### src/rtl/ir_carrier_timer_if.sv
// Controller <-> IR carrier/delay responder bundle.
// The controller drives the *_in signals and the timer drives the *_out signals.
interface ir_carrier_timer_if #(
    parameter int unsigned DELAY_BITS = 16,
    parameter int unsigned PWM_BITS   = 8
);
    logic                  delay_enable_in;
    logic                  delay_start_strobe_in;
    logic [DELAY_BITS-1:0] delay_value_in;
    logic                  delay_busy_out;
    logic                  pwm_enable_in;
    logic                  pwm_forced_in;
    logic                  pwm_wr_strobe_in;
    logic [PWM_BITS-1:0]   pwm_value_in;
    logic                  pwm_wr_ack_out;
    logic                  ir_out;

    modport master (
        output delay_enable_in, delay_start_strobe_in, delay_value_in,
        output pwm_enable_in, pwm_forced_in, pwm_wr_strobe_in, pwm_value_in,
        input  delay_busy_out, pwm_wr_ack_out, ir_out
    );

    modport slave (
        input  delay_enable_in, delay_start_strobe_in, delay_value_in,
        input  pwm_enable_in, pwm_forced_in, pwm_wr_strobe_in, pwm_value_in,
        output delay_busy_out, pwm_wr_ack_out, ir_out
    );
endinterface

### src/rtl/ir_carrier_timer.sv
// IR carrier generator and unit-based delay timer.
// The two engines are independent and share only clock and reset.
module ir_carrier_timer #(
    parameter int unsigned UNIT_COUNTS_US = 10,
    parameter int unsigned CLK_MHZ        = 8,
    parameter int unsigned DELAY_BITS     = 16,
    parameter int unsigned PWM_BITS       = 8
) (
    input logic                clock_in,
    input logic                reset_in,
    ir_carrier_timer_if.slave  bus
);
    localparam int unsigned UNIT_CLKS  = UNIT_COUNTS_US * CLK_MHZ;
    localparam int unsigned PRESC_BITS = $clog2(UNIT_CLKS);
    localparam logic [PRESC_BITS-1:0] PRESC_LAST = PRESC_BITS'(UNIT_CLKS - 1);

    localparam logic [0:0] D_IDLE = 1'b0;
    localparam logic [0:0] D_RUN  = 1'b1;

    logic [0:0]            dstate_q, dstate_d;
    logic [DELAY_BITS-1:0] units_q, units_d;
    logic [PRESC_BITS-1:0] presc_q, presc_d;
    logic                  busy_q, busy_d;
    logic                  armed_q, armed_d;

    logic [PWM_BITS-1:0]   active_q, active_d;
    logic [PWM_BITS-1:0]   pending_q, pending_d;
    logic                  pend_valid_q, pend_valid_d;
    logic [PWM_BITS-1:0]   cnt_q, cnt_d;
    logic                  mod_q, mod_d;
    logic                  ir_q, ir_d;
    logic                  ack_q, ack_d;

    logic                  mod_c;
    logic                  running_c;
    logic                  boundary_c;

    // Delay engine: a held strobe must drop (re-arm) before another start is taken
    always_comb begin
        dstate_d = dstate_q;
        units_d  = units_q;
        presc_d  = presc_q;
        busy_d   = busy_q;
        armed_d  = armed_q;
        if (!bus.delay_start_strobe_in) armed_d = 1'b1;
        case (dstate_q)
            D_IDLE: begin
                busy_d = 1'b0;
                if (bus.delay_enable_in && bus.delay_start_strobe_in && armed_q) begin
                    dstate_d = D_RUN;
                    units_d  = bus.delay_value_in;
                    presc_d  = '0;
                    busy_d   = 1'b1;
                    armed_d  = 1'b0;
                end
            end
            D_RUN: begin
                if (!bus.delay_enable_in || (units_q == '0) ||
                    ((presc_q == PRESC_LAST) && (units_q == DELAY_BITS'(1)))) begin
                    dstate_d = D_IDLE;
                    units_d  = '0;
                    presc_d  = '0;
                    busy_d   = 1'b0;
                end else if (presc_q == PRESC_LAST) begin
                    presc_d = '0;
                    units_d = units_q - DELAY_BITS'(1);
                end else begin
                    presc_d = presc_q + PRESC_BITS'(1);
                end
            end
            default: dstate_d = D_IDLE;
        endcase
    end

    assign mod_c      = !bus.pwm_forced_in && bus.pwm_enable_in && (active_q != '0);
    assign running_c  = mod_c && mod_q;
    assign boundary_c = running_c && (cnt_q == (active_q - PWM_BITS'(1)));

    // Carrier engine: new values only take effect on a half-period boundary while modulating
    always_comb begin
        active_d     = active_q;
        pending_d    = pending_q;
        pend_valid_d = pend_valid_q;
        cnt_d        = cnt_q;
        ir_d         = ir_q;
        ack_d        = 1'b0;
        mod_d        = mod_c;

        if (running_c) begin
            if (boundary_c && (bus.pwm_wr_strobe_in || pend_valid_q)) begin
                active_d     = bus.pwm_wr_strobe_in ? bus.pwm_value_in : pending_q;
                pend_valid_d = 1'b0;
                ack_d        = 1'b1;
            end else if (bus.pwm_wr_strobe_in) begin
                pending_d    = bus.pwm_value_in;
                pend_valid_d = 1'b1;
            end
        end else if (bus.pwm_wr_strobe_in || pend_valid_q) begin
            active_d     = bus.pwm_wr_strobe_in ? bus.pwm_value_in : pending_q;
            pend_valid_d = 1'b0;
            ack_d        = 1'b1;
        end

        if (bus.pwm_forced_in) begin
            ir_d  = 1'b1;
            cnt_d = '0;
        end else if (mod_c) begin
            if (!mod_q) begin
                ir_d  = 1'b1;
                cnt_d = '0;
            end else if (boundary_c) begin
                ir_d  = !ir_q;
                cnt_d = '0;
            end else begin
                cnt_d = cnt_q + PWM_BITS'(1);
            end
        end else begin
            ir_d  = 1'b0;
            cnt_d = '0;
        end
    end

    always_ff @(posedge clock_in) begin
        if (reset_in) begin
            dstate_q     <= D_IDLE;
            units_q      <= '0;
            presc_q      <= '0;
            busy_q       <= 1'b0;
            armed_q      <= 1'b1;
            active_q     <= '0;
            pending_q    <= '0;
            pend_valid_q <= 1'b0;
            cnt_q        <= '0;
            mod_q        <= 1'b0;
            ir_q         <= 1'b0;
            ack_q        <= 1'b0;
        end else begin
            dstate_q     <= dstate_d;
            units_q      <= units_d;
            presc_q      <= presc_d;
            busy_q       <= busy_d;
            armed_q      <= armed_d;
            active_q     <= active_d;
            pending_q    <= pending_d;
            pend_valid_q <= pend_valid_d;
            cnt_q        <= cnt_d;
            mod_q        <= mod_d;
            ir_q         <= ir_d;
            ack_q        <= ack_d;
        end
    end

    assign bus.delay_busy_out = busy_q;
    assign bus.pwm_wr_ack_out = ack_q;
    assign bus.ir_out         = ir_q;
endmodule

### src/flat_wrapper.sv
// flat-port wrapper written by rule: the top's interface ports become plain ports
module ir_carrier_timer_flat 
#(
    parameter int unsigned UNIT_COUNTS_US = 10,
    parameter int unsigned CLK_MHZ        = 8,
    parameter int unsigned DELAY_BITS     = 16,
    parameter int unsigned PWM_BITS       = 8
)
  (clock_in, reset_in, bus_delay_enable_in, bus_delay_start_strobe_in, bus_delay_value_in, bus_pwm_enable_in, bus_pwm_forced_in, bus_pwm_wr_strobe_in, bus_pwm_value_in, bus_delay_busy_out, bus_pwm_wr_ack_out, bus_ir_out);
  ir_carrier_timer_if #(.DELAY_BITS(DELAY_BITS), .PWM_BITS(PWM_BITS)) bus_i ();
  input logic clock_in;
  input logic reset_in;
  input wire logic [$bits(bus_i.delay_enable_in)-1:0] bus_delay_enable_in;
  input wire logic [$bits(bus_i.delay_start_strobe_in)-1:0] bus_delay_start_strobe_in;
  input wire logic [$bits(bus_i.delay_value_in)-1:0] bus_delay_value_in;
  input wire logic [$bits(bus_i.pwm_enable_in)-1:0] bus_pwm_enable_in;
  input wire logic [$bits(bus_i.pwm_forced_in)-1:0] bus_pwm_forced_in;
  input wire logic [$bits(bus_i.pwm_wr_strobe_in)-1:0] bus_pwm_wr_strobe_in;
  input wire logic [$bits(bus_i.pwm_value_in)-1:0] bus_pwm_value_in;
  output wire logic [$bits(bus_i.delay_busy_out)-1:0] bus_delay_busy_out;
  output wire logic [$bits(bus_i.pwm_wr_ack_out)-1:0] bus_pwm_wr_ack_out;
  output wire logic [$bits(bus_i.ir_out)-1:0] bus_ir_out;
  assign bus_i.delay_enable_in = bus_delay_enable_in;
  assign bus_i.delay_start_strobe_in = bus_delay_start_strobe_in;
  assign bus_i.delay_value_in = bus_delay_value_in;
  assign bus_i.pwm_enable_in = bus_pwm_enable_in;
  assign bus_i.pwm_forced_in = bus_pwm_forced_in;
  assign bus_i.pwm_wr_strobe_in = bus_pwm_wr_strobe_in;
  assign bus_i.pwm_value_in = bus_pwm_value_in;
  assign bus_delay_busy_out = bus_i.delay_busy_out;
  assign bus_pwm_wr_ack_out = bus_i.pwm_wr_ack_out;
  assign bus_ir_out = bus_i.ir_out;
  ir_carrier_timer #(.UNIT_COUNTS_US(UNIT_COUNTS_US), .CLK_MHZ(CLK_MHZ), .DELAY_BITS(DELAY_BITS), .PWM_BITS(PWM_BITS)) u_core (.clock_in(clock_in), .reset_in(reset_in), .bus(bus_i));
endmodule
### config.mk
export PLATFORM = sky130hd
export DESIGN_NAME = ir_carrier_timer_flat
export DESIGN_NICKNAME = d
export VERILOG_FILES = /design/src/rtl/ir_carrier_timer_if.sv /design/src/rtl/ir_carrier_timer.sv /design/src/flat_wrapper.sv
export SDC_FILE = /design/constraint.sdc
export NUM_CORES = 1
export LEC_CHECK = 0
export BUFFER_PORTS_ARGS = -buffer_cell sky130_fd_sc_hd__buf_4
export CORE_MARGIN = 2
export CORE_UTILIZATION = 40
export DETAILED_ROUTE_END_ITERATION = 8
export PLACE_DENSITY = 0.68
export SLEW_MARGIN = 20
export SYNTH_ARGS = -nofsm -noshare
export SYNTH_HDL_FRONTEND = slang
export SYNTH_SLANG_ARGS = --single-unit
### constraint.sdc
create_clock -name clock_in -period 2.5 [get_ports clock_in]
set_clock_uncertainty 0.15 [all_clocks]
set_input_delay 0 -clock clock_in [delete_from_list [all_inputs] [get_ports clock_in]]
set_output_delay 0 -clock clock_in [all_outputs]
set_load 0.005 [all_outputs]
=== Yosys cells after proc, flatten, opt, wreduce, memory -nomap -nowiden ===
Index checks and enable logic that the tools add are counted.

* Register bits after elaboration: 54
* Bits of input ports: 31
* Word-level logic and storage cells: 82

* Eq/ne operators: 9
* Multiplexer cells: 31
* Reductions and logical operators: 22
* Add/subtract/negate cells: 4
* Bitwise logic cells: 4

{| class="wikitable"
|+ Operators by type and width
! operator !! number
|-
| $mux W16 || 3
|-
| $mux W8 || 4
|-
| $pmux W16 S2 || 1
|-
| $mux W7 || 3
|-
| $mux W1 || 17
|-
| $eq A16 B1 Y1 const B || 1
|-
| $logic_not A16 Y1 || 1
|-
| $sub A16 B1 Y16 const B || 1
|-
| $pmux W7 S2 || 1
|-
| $add A8 B1 Y8 const B || 1
|-
| $eq A8 B8 Y1 || 1
|-
| $logic_and A1 B1 Y1 || 8
|-
| $reduce_and A2 Y1 || 4
|-
| $reduce_bool A8 Y1 || 1
|-
| $sub A8 B1 Y8 const B || 1
|-
| $add A7 B1 Y7 const B || 1
|-
| $eq A7 B7 Y1 const B || 1
|-
| $ne A3 B3 Y1 const B || 2
|-
| $reduce_or A5 Y1 || 1
|-
| $ne A2 B2 Y1 const B || 2
|-
| $ne A4 B4 Y1 const B || 1
|-
| $not A1 Y1 || 4
|-
| $pmux W1 S2 || 2
|-
| $logic_not A1 Y1 || 3
|-
| 3 further kinds || 5
|}

=== Logic depth before layout (Yosys ltp) ===
* Depth in word-level cells: 9
* Mapped depth: 9
* Mapped depth without buffers: 7

=== Worst setup path after synthesis ===
OpenSTA, ideal clock, no wires.

* Kind: reg-to-reg
* From: register u_core.active_q[0]
* To: register u_core.ir_q, in the netlist u_core.bus.ir_out
* Path buffers: 2
* Data arrival time: 2.205 ns
* Cell stages (with the launch flop): 10
* Setup time: 0.116 ns
* Setup slack: 0.029 ns
* Cells stage by stage: dfxtp_1 clkbuf_2 inv_1 ha_1 and2_1 o21a_1 o31ai_1 clkbuf_1 nand3_1 o211a_1

* Longest elaborated chain between the ends: 5
* Elaborated cells between the ends (all ways): 9
* Classes of those cells: 1 x add/sub; 2 x eq/ne; 2 x mux; 4 x reduce/logical

{| class="wikitable"
|+ Ends and longest elaborated chain
! item !! line !! RTL
|-
| start: declaration || ir_carrier_timer.sv:26 || <nowiki>logic [PWM_BITS-1:0] active_q, active_d;</nowiki>
|-
| start signal: assignment || ir_carrier_timer.sv:143 || <nowiki>active_q <= active_d;</nowiki>
|-
| parallel branches: the longest is 5 deep, another holds $sub A8 B1 Y8 || - ||
|-
| end signal: assignment || ir_carrier_timer.sv:148 || <nowiki>ir_q <= ir_d;</nowiki>
|-
| end: declaration || ir_carrier_timer.sv:31 || <nowiki>logic ir_q, ir_d;</nowiki>
|}

Parallel ways; which one is timed is not known.
A chain may end at the register's enable or synchronous reset.

=== Final worst setup path ===
* From: register u_core.active_q[1]
* To: register u_core.active_q[1]

* Longest elaborated chain between the ends: 7
* Elaborated cells between the ends (all ways): 11
* Classes of those cells: 1 x add/sub; 2 x eq/ne; 1 x mux; 7 x reduce/logical

{| class="wikitable"
|+ Ends and longest elaborated chain
! item
|-
| parallel branches: the longest is 7 deep, another holds $sub A8 B1 Y8
|}

Parallel ways; which one is timed is not known.

==> tab_implementation.tex <==
\begin{tabular}{lr}
\hline
Metric & Value \\
\hline
\multicolumn{2}{l}{\textbf{STA}} \\
\quad Highest achievable clock rate & 422 MHz \\
\quad Final total negative setup slack & 0 ns \\
\quad Fin. max-slew vios & 0 \\
\quad Number of setup violations in the final report & 0 \\
\quad Fin. Hold Viols & 0 \\
\quad Minimum period implied by the final worst setup slack & 2.37 ns \\
\quad Worst Max-Slew Pin Slew & 0.907 ns \\
\quad Fraction of the cycle the final worst path needs & 0.949 \\
\quad RSZ-0062 raised after global routing & no \\
\quad Max\_slew headroom & 0.395 \\
\multicolumn{2}{l}{\textbf{Routing}} \\
\quad Routed via count & 3064 \\
\quad Post-detailed-routing wire length & 8070 um \\
\quad Number of remaining DRC errors & 0 \\
\quad Routed vias/inst & 5.70 \\
\quad Initial DRC Count & 126 \\
\quad Routed length per placed instance & 15.0 um \\
\quad DRT antenna net count & 0 \\
\quad First-pass iteration count of the detailed router & 4 \\
\multicolumn{2}{l}{\textbf{Cells and area}} \\
\quad Inserted Diodes & 0 \\
\quad Post-Layout Cell Count & 538 \\
\quad Number of nets at the end of the flow & 471 \\
\quad Layout filler cell count & 718 \\
\quad Share of cells above drive strength 1 & 0.195 \\
\quad Area growth from synthesis to layout & 28.0\% \\
\multicolumn{2}{l}{\textbf{Clock tree}} \\
\quad Library cell used as clock root buffer & clkbuf\_8 \\
\quad Clock sinks & 54 \\
\quad Clock insertion delay at the later pin of the skew report & 0.32 ns \\
\quad Largest buffer count on any clock path & 2 \\
\quad Number of clock buffers inserted by TritonCTS & 5 \\
\quad CTS tree & yes \\
\quad Clock slew at reported path FFs & 0.11 ns \\
\quad Number of H-tree levels & 2 \\
\multicolumn{2}{l}{\textbf{Critical path}} \\
\quad Slowest Stage Delay on Critical Path & 0.43 ns \\
\quad Worst-path cell with the longest stage delay & a311o\_2 \\
\quad Cell-by-cell listing of the critical path & inv\_1, ha\_1, and2\_1, a211oi\_2, o31ai\_1, buf\_4, a311o\_2, buf\_2, a211oi\_2 \\
\quad Critical Path Most Common Cell & a211oi\_2 \\
\quad Endpoint kind of the worst setup timing path & register \\
\quad Highest net fanout along the worst path & 14 \\
\quad Category of the critical setup timing path & reg -> reg \\
\quad Required time of the critical path & 2.59 ns \\
\quad Startpoint type of the worst setup path & register \\
\quad CP arrival & 2.47 ns \\
\multicolumn{2}{l}{\textbf{Global routing}} \\
\quad Number of antenna violations at the first check in global routing & 0 \\
\quad Global-route total usage across every layer & 0.193 \\
\quad First-pass GRT wire length & 13500 um \\
\quad GR Overflow Total & 0 \\
\quad Pin count of the biggest net entering global routing & 31 \\
\quad Vias in the first global route & 2887 \\
\multicolumn{2}{l}{\textbf{Power and ir drop}} \\
\quad Worst vdd ir & 0.000382 V \\
\quad Leakage power summed over all cells & 1.50 nW \\
\quad Register share of total power & 0.449 \\
\quad Share of total power in the clock network & 0.302 \\
\quad Net switching power of the design & 658 uW \\
\quad Switching share of total power & 0.313 \\
\quad Internal power & 1.44 mW \\
\quad Total power of the final layout & 2.10 mW \\
\quad Proportion of power drawn by combinational gates & 0.249 \\
\quad P per Cell Area & 524 nW/um\^{}2 \\
\multicolumn{2}{l}{\textbf{Die}} \\
\quad Total die area & 8570 sq um \\
\quad Initial standard-cell utilization of the core & 0.410 \\
\quad Die height & 92.6 um \\
\quad Boundary pin count & 34 \\
\quad CORE AREA & 7650 sq um \\
\quad Standard-cell row count & 32 \\
\quad Chip width & 92.6 um \\
\multicolumn{2}{l}{\textbf{Placement}} \\
\quad Routability congestion estimate from global placement & 0.890 \\
\quad Total instance count after detailed placement & 498 \\
\quad Port Buf Inserts & 33 \\
\quad DP Wirelength & 5570 um \\
\multicolumn{2}{l}{\textbf{Synthesis}} \\
\quad Syn nets & 405 \\
\quad Yosys Warn Count & 0 \\
\quad Share of synthesized registers carrying an async set or reset & 0 \\
\quad Area of the mapped netlist & 3140 sq um \\
\quad Synth Register Bits & 54 \\
\quad Most frequently used flop master after synthesis & dfxtp\_1 \\
\quad Synth area leader & dfxtp\_1 \\
\quad Number of cells produced by synthesis & 369 \\
\quad Leading post-synthesis cells by cell area & dfxtp\_1, nor2\_1, nand2\_1 \\
\quad Avg Cell Area, Syn & 8.50 sq um \\
\quad Number of unique standard cell types used by synthesis & 60 \\
\quad Area share of the leading cell type in the synthesized netlist & 0.345 \\
\quad Sequential element share of the synthesized area & 0.345 \\
\quad Number of flops mapped to enable cells by yosys & 0 \\
\multicolumn{2}{l}{\textbf{Job}} \\
\quad Reported max-cap violation count & 0 \\
\multicolumn{2}{l}{\textbf{Status}} \\
\quad Run status & complete, no violations \\
\multicolumn{2}{l}{\textbf{Hold path}} \\
\quad Hold/Removal Path Class & in -> reg \\
\hline
\end{tabular}
-- metal layers --
metal / track usage / part of all wire
met3: 0.0285 / 0.046
met2: 0.334 / 0.47
met4: 0.0647 / 0.021
met1: 0.247 / 0.46
met5: 0 / 0
-- kinds of logic (layout without fill, tap and decap cells) --
group                    after synthesis  count (layout)  synth area share
XOR/XNOR                              16              16            0.0447
AO/OA/AOI/OAI                        107             107             0.284
adder cells (fa/ha/maj)                5               5            0.0199
buffers and inverters                 37             104            0.0511
multiplexers                           9               9            0.0287
AND/OR/NAND/NOR                      141             141             0.227
flip-flops                            54              54             0.345
-- worst paths after layout --
kind | slack, ns | cells past startpoint | endpoint | from
hold / removal | 0.02 | 3 | u_core.pend_valid_q$_SDFFE_PP0P_ | bus_pwm_wr_strobe_in
hold reg to reg | 0.31 | 2 | u_core.pending_q[4]$_SDFFE_PP0P_ | u_core.pending_q[4]$_SDFFE_PP0P_
setup / recovery | 0.13 | 9 | u_core.active_q[1]$_SDFFE_PP0P_ | u_core.active_q[1]$_SDFFE_PP0P_
setup reg to reg | 0.13 | 9 | u_core.active_q[1]$_SDFFE_PP0P_ | u_core.active_q[1]$_SDFFE_PP0P_
-- power by group through the flow --
stage	logic [mW]	registers (mW)	clock network (mW)
6_report	0.523	0.944	0.635
3_5_place_dp	0.477	0.963	0
2_1_floorplan	0.333	0.945	0
5_1_grt	0.579	0.950	0.681
3_3_place_gp	0.471	0.962	0
4_1_cts	0.516	0.944	0.649
-- registers in the layout (all words and copies together), names as in the netlist --
name	count
u_core.active_q	8
u_core.armed_q	1
u_core.bus.delay_busy_out	1
u_core.bus.ir_out	1
u_core.bus.pwm_wr_ack_out	1
u_core.cnt_q	8
u_core.dstate_q	1
u_core.mod_q	1
u_core.pend_valid_q	1
u_core.pending_q	8
u_core.presc_q	7
u_core.units_q	16
-- synth_stat cells, types with 3 or more instances --
| cell type | instances |
|---|---|
| a211oi_1 | 9 |
| a211oi_2 | 3 |
| a21oi_1 | 16 |
| a311oi_1 | 11 |
| a31oi_1 | 3 |
| a32o_1 | 10 |
| and2_1 | 4 |
| and3_1 | 9 |
| buf_2 | 4 |
| clkbuf_1 | 19 |
| dfxtp_1 | 54 |
| ha_1 | 5 |
| inv_1 | 7 |
| mux2i_1 | 9 |
| nand2_1 | 32 |
| nand2b_1 | 3 |
| nand3_1 | 14 |
| nand3b_1 | 10 |
| nand4_1 | 5 |
| nor2_1 | 34 |
| nor3_1 | 13 |
| nor4_1 | 3 |
| o211a_1 | 4 |
| o211ai_1 | 9 |
| o21a_1 | 3 |
| o21ai_0 | 5 |
| o2bb2ai_1 | 8 |
| o31ai_1 | 3 |
| or3_1 | 4 |
| xnor2_1 | 11 |
| xor2_1 | 5 |
-- per-stage QoR --
step	hold WS (ns)	instance area (sq um)	setup WS (ns)	utilization
final	0.0211	4020	0.128	0.525
after global routing	0.0333	4020	0.0165	0.525
after CTS	0.00918	3960	0.0639	0.518
after detailed placement	0.131	3550	0.0147	0.464
after global placement	0.120	3550	0.124	0.464
after floorplan	-0.00790	3140	0.0285	-
-- critical path: cells and delay by family (launching register included) --
| family | cells | cell delay [ns] |
|---|---|---|
| AOI/OAI and AO/OA | 4 | 0.94 |
| adders and majority gates | 1 | 0.20 |
| buffers and inverters | 3 | 0.41 |
| DFF | 1 | 0.38 |
| and+or+nand+nor | 1 | 0.20 |
-- cell usage in the layout (no fill, tap or decap), drive strengths merged, types with 3 or more instances in the layout --
| master | instances |
|---|---|
| and2 | 4 |
| a31oi | 4 |
| inv | 11 |
| ha | 5 |
| o21ai | 6 |
| o21a | 3 |
| nand3 | 14 |
| dfxtp | 54 |
| and3 | 9 |
| a32o | 10 |
| nand3b | 10 |
| mux2i | 9 |
| dlygate4sd3 | 29 |
| nand2b | 3 |
| a311oi | 12 |
| xor2 | 5 |
| nand2 | 32 |
| or3 | 5 |
| o2bb2ai | 8 |
| nor4 | 4 |
| nor2 | 34 |
| clkbuf | 5 |
| o31ai | 3 |
| o211a | 4 |
| xnor2 | 11 |
| a21oi | 16 |
| nand4 | 5 |
| buf | 58 |
| a211oi | 12 |
| o211ai | 9 |
| nor3 | 13 |
-- layout make-up --
type | instances | area [sq um] | share of cell area
multi-input combinational | 278 | 1900 | 0.474
sequential | 54 | 1090 | 0.270
timing repair buffer | 87 | 748 | 0.186
inverter | 9 | 33.8 | 0.00841
tap | 102 | 128 | 0.0318
clock buffer | 5 | 68.8 | 0.0171
clock inverter | 3 | 47.5 | 0.0118
-- timing repair --
item / 4_1_cts / 5_1_grt
hold buffers: 29 / 0
endpoints found under the setup margin: 1 / 15
resized for setup: 0 / 5
hold endpoints to repair: 44 / 0
pin swaps: 1 / 1
gates cloned: 0 / 0
setup buffers: 0 / 3
Power figures use the tool's default switching activity.
